[src/rtl/snoop_bus_arbiter_pkg.sv]
// Shared definitions for the snooping-bus arbiter: default sizes, FSM states
// and coherence message field positions.
package snoop_bus_arbiter_pkg;

  localparam int N_CPU_DEF      = 3;
  localparam int MSG_W_DEF      = 10;
  localparam int ID_W_DEF       = 2;
  localparam int SNOOP_WAIT_DEF = 2;

  // Coherence message layout carried on the broadcast bus.
  localparam int MSG_OPCODE_MSB = 9;
  localparam int MSG_OPCODE_LSB = 6;
  localparam int MSG_TAG_MSB    = 5;
  localparam int MSG_TAG_LSB    = 3;

  typedef enum logic [1:0] {
    IDLE      = 2'd0,
    BROADCAST = 2'd1,
    SNOOP     = 2'd2,
    RESPOND   = 2'd3
  } state_e;

endpackage

[src/rtl/snoop_bus_arbiter_if.sv]
// CPU-side request/snoop signals and arbiter-side broadcast results.
// The CPUs use the master modport; the arbiter uses the slave modport.
interface snoop_bus_arbiter_if #(
  parameter int N_CPU = 3,
  parameter int MSG_W = 10,
  parameter int ID_W  = 2
);
  logic [N_CPU-1:0]       req;
  logic [N_CPU*MSG_W-1:0] msg_in;
  logic [N_CPU-1:0]       snoop_hit;

  logic [N_CPU-1:0]       gnt;
  logic [MSG_W-1:0]       bus;
  logic                   bus_valid;
  logic [ID_W-1:0]        bus_owner;
  logic                   shared;
  logic [N_CPU-1:0]       done;
  logic                   busy;

  modport master (
    output req, msg_in, snoop_hit,
    input  gnt, bus, bus_valid, bus_owner, shared, done, busy
  );

  modport slave (
    input  req, msg_in, snoop_hit,
    output gnt, bus, bus_valid, bus_owner, shared, done, busy
  );
endinterface

[src/rtl/snoop_bus_arbiter_rr_picker.sv]
// Combinational round-robin picker: first requester after last_i, wrapping
// modulo N_CPU, returned both one-hot and as an index.
module snoop_bus_arbiter_rr_picker #(
  parameter int N_CPU = 3,
  parameter int ID_W  = 2
) (
  input  logic [N_CPU-1:0] req_i,
  input  logic [ID_W-1:0]  last_i,
  output logic [N_CPU-1:0] pick_o,
  output logic [ID_W-1:0]  idx_o,
  output logic             valid_o
);

  logic found;

  // NOTE: every output gets a default before the search so no path leaves it
  // unassigned, which would otherwise infer a latch.
  always_comb begin
    pick_o  = '0;
    idx_o   = '0;
    valid_o = 1'b0;
    found   = 1'b0;
    for (int off = 1; off <= N_CPU; off++) begin
      for (int i = 0; i < N_CPU; i++) begin
        if (!found && req_i[i] && (i == (int'(last_i) + off) % N_CPU)) begin
          pick_o[i] = 1'b1;
          idx_o     = ID_W'(i);
          valid_o   = 1'b1;
          found     = 1'b1;
        end
      end
    end
  end

endmodule

[src/rtl/snoop_bus_arbiter.sv]
// Snooping-bus arbiter: grants one CPU round-robin, broadcasts its message,
// collects other CPUs' snoop hits into 'shared', then pulses done to the owner.
module snoop_bus_arbiter
  import snoop_bus_arbiter_pkg::*;
#(
  parameter int N_CPU      = N_CPU_DEF,
  parameter int MSG_W      = MSG_W_DEF,
  parameter int ID_W       = ID_W_DEF,
  parameter int SNOOP_WAIT = SNOOP_WAIT_DEF
) (
  input logic                clock,
  input logic                clear,
  snoop_bus_arbiter_if.slave bus_if
);

  localparam int                CNT_W    = (SNOOP_WAIT > 1) ? $clog2(SNOOP_WAIT) : 1;
  localparam logic [CNT_W-1:0]  CNT_LOAD = CNT_W'(SNOOP_WAIT - 1);
  localparam logic [ID_W-1:0]   LAST_RST = ID_W'(N_CPU - 1);

  state_e             state_q, state_d;
  logic [CNT_W-1:0]   cnt_q, cnt_d;
  logic [ID_W-1:0]    last_q, last_d;
  logic [N_CPU-1:0]   gnt_q, gnt_d;
  logic [MSG_W-1:0]   bus_q, bus_d;
  logic               valid_q, valid_d;
  logic [ID_W-1:0]    owner_q, owner_d;
  logic               shared_q, shared_d;
  logic [N_CPU-1:0]   done_q, done_d;
  logic               busy_q, busy_d;

  logic [N_CPU-1:0]   pick;
  logic [ID_W-1:0]    pick_idx;
  logic               pick_valid;
  logic [MSG_W-1:0]   pick_msg;

  snoop_bus_arbiter_rr_picker #(
    .N_CPU (N_CPU),
    .ID_W  (ID_W)
  ) u_picker (
    .req_i   (bus_if.req),
    .last_i  (last_q),
    .pick_o  (pick),
    .idx_o   (pick_idx),
    .valid_o (pick_valid)
  );

  always_comb begin
    pick_msg = '0;
    for (int i = 0; i < N_CPU; i++) begin
      if (pick[i]) pick_msg = bus_if.msg_in[i*MSG_W +: MSG_W];
    end
  end

  always_comb begin
    state_d  = state_q;
    cnt_d    = cnt_q;
    last_d   = last_q;
    gnt_d    = gnt_q;
    bus_d    = bus_q;
    owner_d  = owner_q;
    shared_d = shared_q;
    busy_d   = busy_q;
    valid_d  = 1'b0;
    done_d   = '0;

    unique case (state_q)
      IDLE: begin
        if (pick_valid) begin
          gnt_d    = pick;
          owner_d  = pick_idx;
          bus_d    = pick_msg;
          valid_d  = 1'b1;
          shared_d = 1'b0;
          busy_d   = 1'b1;
          state_d  = BROADCAST;
        end
      end
      BROADCAST: begin
        cnt_d   = CNT_LOAD;
        state_d = SNOOP;
      end
      SNOOP: begin
        // The owner answers its own broadcast too; only other caches count.
        shared_d = shared_q | (|(bus_if.snoop_hit & ~gnt_q));
        if (cnt_q == '0) begin
          done_d  = gnt_q;
          state_d = RESPOND;
        end else begin
          cnt_d = cnt_q - 1'b1;
        end
      end
      RESPOND: begin
        last_d  = owner_q;
        gnt_d   = '0;
        bus_d   = '0;
        busy_d  = 1'b0;
        state_d = IDLE;
      end
      default: state_d = IDLE;
    endcase
  end

  // NOTE: sequential state uses non-blocking assignments only, so every
  // register samples the pre-edge values regardless of statement order.
  always_ff @(posedge clock or posedge clear) begin
    if (clear) begin
      state_q  <= IDLE;
      cnt_q    <= '0;
      last_q   <= LAST_RST;
      gnt_q    <= '0;
      bus_q    <= '0;
      valid_q  <= 1'b0;
      owner_q  <= '0;
      shared_q <= 1'b0;
      done_q   <= '0;
      busy_q   <= 1'b0;
    end else begin
      state_q  <= state_d;
      cnt_q    <= cnt_d;
      last_q   <= last_d;
      gnt_q    <= gnt_d;
      bus_q    <= bus_d;
      valid_q  <= valid_d;
      owner_q  <= owner_d;
      shared_q <= shared_d;
      done_q   <= done_d;
      busy_q   <= busy_d;
    end
  end

  assign bus_if.gnt       = gnt_q;
  assign bus_if.bus       = bus_q;
  assign bus_if.bus_valid = valid_q;
  assign bus_if.bus_owner = owner_q;
  assign bus_if.shared    = shared_q;
  assign bus_if.done      = done_q;
  assign bus_if.busy      = busy_q;

endmodule
[src/flat_wrapper.sv]
// flat-port wrapper written by rule: the top's interface ports become plain ports
module snoop_bus_arbiter_flat import snoop_bus_arbiter_pkg::*;
#(
  parameter int N_CPU      = N_CPU_DEF,
  parameter int MSG_W      = MSG_W_DEF,
  parameter int ID_W       = ID_W_DEF,
  parameter int SNOOP_WAIT = SNOOP_WAIT_DEF
)
  (clock, clear, bus_if_req, bus_if_msg_in, bus_if_snoop_hit, bus_if_gnt, bus_if_bus, bus_if_bus_valid, bus_if_bus_owner, bus_if_shared, bus_if_done, bus_if_busy);
  snoop_bus_arbiter_if #(.N_CPU(N_CPU), .MSG_W(MSG_W), .ID_W(ID_W)) bus_if_i ();
  input logic clock;
  input logic clear;
  input wire logic [$bits(bus_if_i.req)-1:0] bus_if_req;
  input wire logic [$bits(bus_if_i.msg_in)-1:0] bus_if_msg_in;
  input wire logic [$bits(bus_if_i.snoop_hit)-1:0] bus_if_snoop_hit;
  output wire logic [$bits(bus_if_i.gnt)-1:0] bus_if_gnt;
  output wire logic [$bits(bus_if_i.bus)-1:0] bus_if_bus;
  output wire logic [$bits(bus_if_i.bus_valid)-1:0] bus_if_bus_valid;
  output wire logic [$bits(bus_if_i.bus_owner)-1:0] bus_if_bus_owner;
  output wire logic [$bits(bus_if_i.shared)-1:0] bus_if_shared;
  output wire logic [$bits(bus_if_i.done)-1:0] bus_if_done;
  output wire logic [$bits(bus_if_i.busy)-1:0] bus_if_busy;
  assign bus_if_i.req = bus_if_req;
  assign bus_if_i.msg_in = bus_if_msg_in;
  assign bus_if_i.snoop_hit = bus_if_snoop_hit;
  assign bus_if_gnt = bus_if_i.gnt;
  assign bus_if_bus = bus_if_i.bus;
  assign bus_if_bus_valid = bus_if_i.bus_valid;
  assign bus_if_bus_owner = bus_if_i.bus_owner;
  assign bus_if_shared = bus_if_i.shared;
  assign bus_if_done = bus_if_i.done;
  assign bus_if_busy = bus_if_i.busy;
  snoop_bus_arbiter #(.N_CPU(N_CPU), .MSG_W(MSG_W), .ID_W(ID_W), .SNOOP_WAIT(SNOOP_WAIT)) u_core (.clock(clock), .clear(clear), .bus_if(bus_if_i));
endmodule
[config.mk]
export PLATFORM = sky130hd
export DESIGN_NAME = snoop_bus_arbiter_flat
export DESIGN_NICKNAME = d
export VERILOG_FILES = /design/src/rtl/snoop_bus_arbiter_pkg.sv /design/src/rtl/snoop_bus_arbiter_if.sv /design/src/rtl/snoop_bus_arbiter_rr_picker.sv /design/src/rtl/snoop_bus_arbiter.sv /design/src/flat_wrapper.sv
export SDC_FILE = /design/constraint.sdc
export NUM_CORES = 1
export LEC_CHECK = 0
export ABC_AREA = 1
export ABC_CLOCK_PERIOD_IN_PS = 3500
export CAP_MARGIN = 20
export CORE_ASPECT_RATIO = 0.75
export CORE_UTILIZATION = 47
export CTS_CLUSTER_DIAMETER = 40
export DETAILED_ROUTE_END_ITERATION = 10
export GPL_TIMING_DRIVEN = 0
export PLACE_DENSITY_LB_ADDON = 0.05
export RECOVER_POWER = 50
export SKIP_LAST_GASP = 1
export SLEW_MARGIN = 30
export SYNTH_ARGS = -nofsm -noshare
export SYNTH_HDL_FRONTEND = slang
export SYNTH_SLANG_ARGS = --single-unit
[constraint.sdc]
create_clock -name clock -period 3.5 [get_ports clock]
set_input_delay 0.875 -clock clock [delete_from_list [all_inputs] [get_ports clock]]
set_output_delay 0.875 -clock clock [all_outputs]
set_load 0.005 [all_outputs]
==> results.md, run 1 <==
- The biggest cell delay along the critical path is 0.48 ns.
- The category of the worst setup path launch point is an input pin.
- The compound-cell area share of the yosys netlist is 8.16%.
- The cell with the largest stage delay on the worst path is clkdlybuf4s50_1.
- During synthesis, Yosys emitted a total of 0 warnings.
- The total net switching power is 0.000720 W.
- The final hold violation count is 0.
- Cells with a size suffix above 1 make up 7.81% of the layout.
- The startpoint identified for the worst hold timing path is u_core.bus_if.bus[2].
- The congestion estimate from routability-driven global placement came to approximately 0.74.
- The growth of design area from synthesis to finish is 45.6%.
- The synthesized netlist occupies a cell area of 1530 um2.
- The largest voltage drop on the vdd net is a little under 0.5 mV.
- TritonCTS built the clock tree.
- The post-route clock skew is 0.00432 ns.
- In the global route stage, overall resource usage came out at 23.3%.
- The number of storage elements in the synthesis netlist is 26.
- Counting the fill cells in the layout gives around 260.
- The type of the worst setup path is in2reg.
- STA classifies the critical path endpoint as a flop.
- The area used by multi-input combinational logic is 756 um2.
- The number of vias in the routed layout is around 1500.
- The total of buffers placed on input and output ports is 58.
- Dividing the detail-routed wire length by the instance count gives 12.6 um.
- The number of antenna violations at the first check in global routing was 0.
- The critical path data required time is 3.67 ns.
- The headroom to the max-slew limit is a little over a third.
- In this run, post-CTS repair resized a total of 0 instances.
- The CTS H-tree depth is 1.
- The worst register-to-register path begins at u_core.last_q[1].
- Measured in cells, the most critical reg-to-reg path has a length of 12.
- The number of hold buffers added after cts is 0.
- Summed over all failing endpoints, the final setup total negative slack is 0 ns.
- Sequential cells burn 27.7% of the power.
- Setup repair after global routing left no endpoint under its margin.
- Clock-pin slew was measured on the worst setup and hold paths at 0.09 ns.
- The main combinational cell family by area after synthesis is simple AND/OR/NAND/NOR gates.
- The worst register-to-register path ends at u_core.bus_if.bus[0].
- The remaining routing DRC violations is 0.
- The cell sitting at the root of the clock tree is a clkbuf_8.
- The synthesized area per cell is 7.40 um2.
- For the pin with the worst max-slew slack, the measured transition is 0.975 ns.
- The number of iterations in the first detailed-routing pass is 4.
- The switching power as a share of total power is 41.7%.
- After the last flow step, the layout net total stands at 314.
- The maximum clock rate is 0.408 GHz.
- The number of placed instances, taps included, is 303.
- Summed over all cells, the static leakage comes to between 1 and 1.5 nW.
- The cell family contributing the most delay on the critical path is simple AND/OR/NAND/NOR gates.
- The worst-case register-to-register setup slack is 1.32 ns.
- STA puts the critical path data arrival time at 2.62 ns.
- The clock reaches the later pin of the worst-skew pair after 0.27 ns.
- The total of max-cap violations is 0.
- The cell-internal power is between 0.001 and 0.0015 W.
- The number of library cell types mapped by synthesis is 25.
- Of the total synthesized cell area, the portion taken by AND, OR, NAND and NOR gates is 36.2%.
- In the final layout, flip-flops and latches occupy around 650 um2.
- The number of buffers inserted by post-CTS setup repair is 0.
- From bottom edge to top edge, the die measures 51.5 um.
- After Yosys synthesis, full adders, half adders and majority gates account for 4.90% of the synthesized area.
- The mux share of post-synthesis cell area is 0%.
- The worst hold path terminates at u_core.bus_if.bus[2].
- The half-perimeter wire length after detailed placement is 2920 um.
- The post-layout minimum cycle time is 2.45 ns.
- The number of cell rows is 17.
- The run finished with clean final reports.
- The TritonCTS sink count is 26.
- The first global-routing pass estimated 6040 um of wire.
- Walking the worst path, the cells encountered are clkdlybuf4s50_1, nand2_2, nand2_2, nor2_4, nand4_2, nor2_4, nand3_2, nand3b_1, buf_4, nor2_1, nand2_1, nand2_1.
- The die covers 3500 um2.
- In this run, CTS created clock tree buffers numbering 3.
- The XOR/XNOR share of the synthesized area is 0%.
- The final-report setup violation count is 0.
- The final non-filler cell total is a little over 300.
- The floorplan step defined a core boundary enclosing roughly 3000 um2.
- The number of antenna diodes in the final layout is 0.
- The number of buffer and inverter instances along the worst setup path is 2.
- The via count of the first global-routing pass is 1391.
- Along the worst hold path, the cell count comes to 2.
- The number of nets with antenna violations after detailed routing is 0.
- Synthesis produced a netlist whose cell count is between 200 and 250.
- Global routing finished with a remaining overflow of 0.
- The sequential share of the synthesized area is a little over two fifths.
- The effective utilization at floorplan is around half.
- The clock share of power is 14.5%.
- In this run the power density over the cells is between 700 and 800 nW/um2.
- After layout, the worst path uses around 70% of the clock period.
- The total count of max-transition violations in the final report is 0.
- The detailed router finished its first iteration with 52 violations.
- The number of buffers on the longest clock path is 2.
- The average vias per placed instance is 4.85.
- The largest net degree at the start of global routing is 27.
- The critical-path maximum fanout is 10.
- The number of nets handed over by synthesis was 251.
- In this run the worst hold path is classified as reg2reg.
- The width of the die is 67.9 um.
- The I/O pin count is 59.
- The combinational cell fraction of total power is 57.8%.
- Summed over all layers, the routed wires come to 3860 um.
sequential cells by signal, indices dropped and copies added (netlist names):
signal / count
u_core.bus_if.bus: 10
u_core.bus_if.busy: 1
u_core.state_q: 2
u_core.bus_if.gnt: 3
u_core.bus_if.bus_owner: 2
u_core.cnt_q: 1
u_core.bus_if.done: 3
u_core.last_q: 2
u_core.bus_if.shared: 1
u_core.bus_if.bus_valid: 1
routing by layer:
metal,track usage (%),wire (um)
met1,31.4,1860
met2,38.7,1720
met3,5.36,267
met4,3.13,11
met5,0,0
cell families (layout without fill, tap and decap cells):
group / after synthesis / in the layout
simple gates: 124 / 124
compound gates: 23 / 23
buf+inv: 28 / 90
flops: 26 / 26
fa+ha+maj: 6 / 6
metrics by stage:
step	setup WS, ns	util (%)	area, um2	total power [W]	hold slack, ns
2_1_floorplan	1.49	-	1530	0.00112	0.474
3_5_place_dp	0.781	71.5	2160	0.00148	0.498
5_1_grt	0.889	73.9	2230	0.00188	0.525
3_3_place_gp	0.802	71.5	2160	0.00146	0.482
6_report	1.05	73.9	2230	0.00173	0.515
4_1_cts	1.07	73.9	2230	0.00174	0.515
power groups by stage:
stage                     Clock, W  Sequential, W  Combinational, W
after CTS                 0.000255       0.000480           0.00101
after detailed placement         0       0.000483           0.00100
after global placement           0       0.000481          0.000984
after global routing      0.000267       0.000489           0.00112
after floorplan                  0       0.000479          0.000645
final                     0.000251       0.000479          0.000998
how the worst max path moves through the flow:
stage,cells past startpoint,start,endpoint,slack (ns)
finish,12,bus_if_req[0],u_core.bus_if.bus[0],1.05
global route,12,bus_if_req[0],u_core.bus_if.bus[2],0.89
CTS,12,bus_if_req[0],u_core.bus_if.bus[0],1.07
detailed placement,12,bus_if_req[0],u_core.bus_if.bus[0],0.78
global placement,12,bus_if_req[0],u_core.bus_if.bus[8],0.80
floorplan,11,bus_if_req[1],u_core.bus_if.bus[0],1.49
worst min-delay path, cell delays in order, from the launching register on:
cell	delay [ns]
dfrtp_1	0.35
nand3_1	0.07
nand2_1	0.07
cells in the final DEF (no fill, tap or decap), types with 3 or more instances in the layout:
master and n:
nand2_1 74, clkdlybuf4s50_1 53, nand3_1 26, dfrtp_1 25
inv_1 20, nor2_1 14, a21oi_1 10, o21ai_0 7
ha_1 6, dlygate4sd3_1 5, nand2_2 4, buf_4 3
clkbuf_8 3
Yosys cell counts:
library cell | number | share of area, %
buf_4 | 3 | 1.5
o21ai_0 | 7 | 2.3
a21boi_0 | 1 | 0.49
nand3_1 | 26 | 8.5
nand4_2 | 1 | 0.82
ha_1 | 6 | 4.9
nand3b_1 | 1 | 0.49
buf_6 | 1 | 0.73
o21ai_1 | 1 | 0.33
nand2_2 | 4 | 1.6
o22ai_1 | 2 | 0.82
clkbuf_1 | 1 | 0.24
nand3_2 | 1 | 0.65
nand3_4 | 1 | 1.1
dfstp_2 | 1 | 1.7
nor2_1 | 14 | 3.4
nor2_4 | 2 | 1.5
a31oi_1 | 1 | 0.41
buf_2 | 1 | 0.33
inv_1 | 20 | 4.9
inv_2 | 2 | 0.49
nand2_1 | 74 | 18
a221oi_1 | 1 | 0.57
dfrtp_1 | 25 | 41
a21oi_1 | 10 | 3.3
area by class of cell:
type	instances	share of cell area [%]
timing repair buffer	58	26.0
tap	38	2.13
buffer	6	1.91
sequential	26	29.2
clock buffer	3	1.85
multi-input combinational	153	33.9
inverter	22	3.70
clock inverter	1	1.35
Power figures use the tool's default switching activity.
==> run 2: changes to the inputs <==
--- a/config.mk
+++ b/config.mk
@@ -6,10 +6,10 @@
 export NUM_CORES = 1
 export LEC_CHECK = 0
 export ABC_AREA = 1
-export ABC_CLOCK_PERIOD_IN_PS = 3500
+export ABC_CLOCK_PERIOD_IN_PS = 2200
 export CAP_MARGIN = 20
 export CORE_ASPECT_RATIO = 0.75
-export CORE_UTILIZATION = 47
+export CORE_UTILIZATION = 39
 export CTS_CLUSTER_DIAMETER = 40
 export DETAILED_ROUTE_END_ITERATION = 10
 export GPL_TIMING_DRIVEN = 0
==> constraint.sdc (replaced) <==
create_clock -name clock -period 2.2 [get_ports clock]
set_input_delay 0.55 -clock clock [delete_from_list [all_inputs] [get_ports clock]]
set_output_delay 0.55 -clock clock [all_outputs]
set_load 0.005 [all_outputs]
==> results.md, run 2 (synthesized netlist as in run 1, its figures left out) <==
- The flow ran to the end, and the final reports show no timing, DRC or antenna violations.
- The worst setup path is launched from a flop.
- In this run the cell area measured after placement is 2180 um2.
- In this run the deepest clock path goes through 2 buffers.
- The sort of element at the end of the critical path is a flop.
- The total overflow left after global routing is 0.
- The clock reaches the later pin of the worst-skew pair after 0.27 ns.
- Across the routed clock network, the largest skew measured is about 0.0052 ns.
- Dividing total power by cell area gives a power density of 1220 nW/um2.
- The worst path needs between 2 and 2.5 ns of the cycle, external delays included.
- The number of DRC markers in iteration 0 is 50.
- The biggest cell delay along the critical path is 0.57 ns.
- VDD sags by at most between 0.7 and 0.8 mV.
- The TritonCTS sink count is 26.
- In this run the horizontal extent of the chip is 74.4 um.
- The total count of max-transition violations in the final report is 0.
- The CTS H-tree depth is 1.
- The number of buffers added by the clock tree synthesis step is 3.
- The number of nets with antenna violations after detailed routing is 0.
- The number of iterations in the first detailed-routing pass is 4.
- The startpoint identified for the worst hold timing path is u_core.bus_if.busy.
- The average vias per placed instance is 4.62.
- Hold timing on the final database bottoms out at a slack of slightly above 0.5 ns.
- The average wire per cell in the routed design is 12.5 um.
- 0 antenna diodes ended up in the layout.
- 59 I/O pins were placed.
- In the layout the commonest cells are 71 x nand2_1, 55 x clkdlybuf4s50_1, 26 x nand3_1, 25 x dfrtp_1, 17 x inv_1.
- The worst setup path is of the reg2reg kind.
- The final hold violation count is 0.
- The total area inside the core boundary comes to between 3000 and 4000 um2.
- The number of flip-flops under the largest register name is 10.
- The routed wire length is between 4000 and 5000 um.
- Once layout is done, the placed cells without fillers occupy roughly 2400 um2.
- The layout has 348 filler cells.
- Summing over every cut layer, the via total after detailed routing is 1506.
- Across the run, the number of max-cap violations was 0.
- The layout cell share with drive strength beyond 1 is 13.1%.
- The worst hold path belongs to the class reg2reg.
- The critical path starts at u_core.last_q[1].
- Input and output buffers added on the ports amount to 58.
- After detailed routing, the number of remaining DRC violations is 0.
- In the post-route analysis, the smallest setup slack over all paths is around 0.075 ns.
- Across the whole layout, storage elements account for 652 um2.
- The kind of cell with the highest combined delay along the critical path is simple AND/OR/NAND/NOR gates.
- The critical-path maximum fanout is 5.
- The maximum clock rate is 0.471 GHz.
- Measured against its own limit, the worst slew margin works out to 37.2%.
- The worst reg2reg path startpoint is u_core.last_q[1].
- For this configuration, the core starts out at a cell density of 41.3%.
- The post-route fraction of the period consumed by the critical path is 96.6%.
- In this run, placement finished with an instance count of 317.
- Setup violations remaining at the end of the flow were counted as 0.
- The critical path data required time is approximately 2.4 ns.
- Setup repair after global routing could not meet its margin everywhere.
- The library cell used most frequently in the layout, excluding fill and tap cells, is nand2_1.
- The wire length of the first global-routing pass is 5850 um.
- The buffer cell driving the clock tree root is clkbuf_8.
- The number of buffer and inverter instances along the worst setup path is 1.
- From synthesis to final layout, the design area changed by 53.6%.
- The worst setup timing slack at the placement stage is -0.197 ns.
- At the end of routability-driven placement, the weighted congestion stood at between 0.7 and 0.8.
- The number of antenna violations at the first check in global routing is 0.
- TritonCTS built the clock tree.
- After clock tree synthesis, the clock-pin slew on the worst setup and hold paths is 0.09 ns.
- The cell with the largest stage delay on the worst path is dfstp_2.
- The largest net degree at the start of global routing is 27.
- In this run the core area contains 19 standard-cell rows.
- The data arrival time of the worst path is about 2.3 ns.
- Counting instances, the worst hold path has a depth of 2.
- For the worst flop-to-flop path, the logic depth is 12.
- Excluding fillers, the count of instances in the completed layout stands at 326.
- The critical path crosses 12 cells after its start point.
- The via count of the first global-routing pass is 1289.
- The height of the chip is ~56 um.
- The floorplan step defined a die boundary enclosing approximately 4200 um2.
- The area used by multi-input combinational logic is 826 um2.
- The standby leakage power is around 1.2 nW.
- Across every metal layer, demand over resource in global routing totals a little under a fifth.
- Walking the worst path, the cells encountered are ha_4, nand2_4, nand2_4, nor2_4, nand4_4, nor2_4, nand3_4, nand3b_1, buf_6, nor2_1, nand2_1, nand2_1.
- Once layout is complete, the utilization of the core stands at 63.5%.
- For this design, the CTS-stage hold fixing added 0 buffers.
- The half-perimeter wire length after detailed placement is 2860 um.
- The slew at the pin with the worst max-slew slack is 0.940 ns.
- The net count of the finished layout is 319.
-- run 2: through the flow --
stage | power (W) | setup TNS (ns)
final | 0.00287 | 0
after global routing | 0.00311 | -0.163
after CTS | 0.00269 | 0
after detailed placement | 0.00238 | -2.16
after global placement | 0.00236 | -1.68
after floorplan | 0.00179 | 0
-- run 2: layout make-up --
| cell class | count | share of cell area [%] |
|---|---|---|
| Buffer | 6 | 2.13 |
| Clock buffer | 4 | 2.34 |
| Inverter | 22 | 3.51 |
| Multi-Input combinational cell | 153 | 35.1 |
| Sequential cell | 26 | 27.7 |
| Tap cell | 52 | 2.76 |
| Timing Repair Buffer | 63 | 26.5 |
-- run 2: worst min-delay path, stage by stage, from the launching register on --
cell	delay (ns)
dfrtp_1	0.35
nand3_1	0.07
nand2_1	0.06
-- run 2: where the power goes --
group | leakage (nW) | switching (W) | internal, W
sequential | 0.335 | 0.000108 | 0.000659
combinational | 0.787 | 0.000977 | 0.000822
clock | 0.0288 | 0.000145 | 0.000160
total | 1.15 | 0.00123 | 0.00164
-- run 2: worst paths after layout --
check                                             to  slack (ns)
worst max-delay path            u_core.bus_if.bus[9]        0.08
worst min-delay path              u_core.bus_if.busy        0.51
worst max register to register  u_core.bus_if.bus[9]        0.08
worst min register to register    u_core.bus_if.busy        0.51
max in group asynchronous          u_core.state_q[0]        0.70
min in group asynchronous       u_core.bus_if.gnt[0]        0.92
-- run 2: repair_timing --
| action | 4_1_cts | 5_1_grt |
|---|---|---|
| setup buffers | 0 | 4 |
| setup endpoints to repair | 0 | 11 |
| gates resized for setup | 0 | 21 |
-- run 2: per-layer routing --
layer  routed length [um]  GRT usage, %  vias to the layer above  part of all wire, %
li1                     -             -                      795                    -
met1                 2090          27.1                      662                   51
met2                 1690          27.0                       44                   42
met3                  261          5.39                        5                  6.4
met4                   32          4.04                        0                 0.79
met5                    0             0                        -                    0
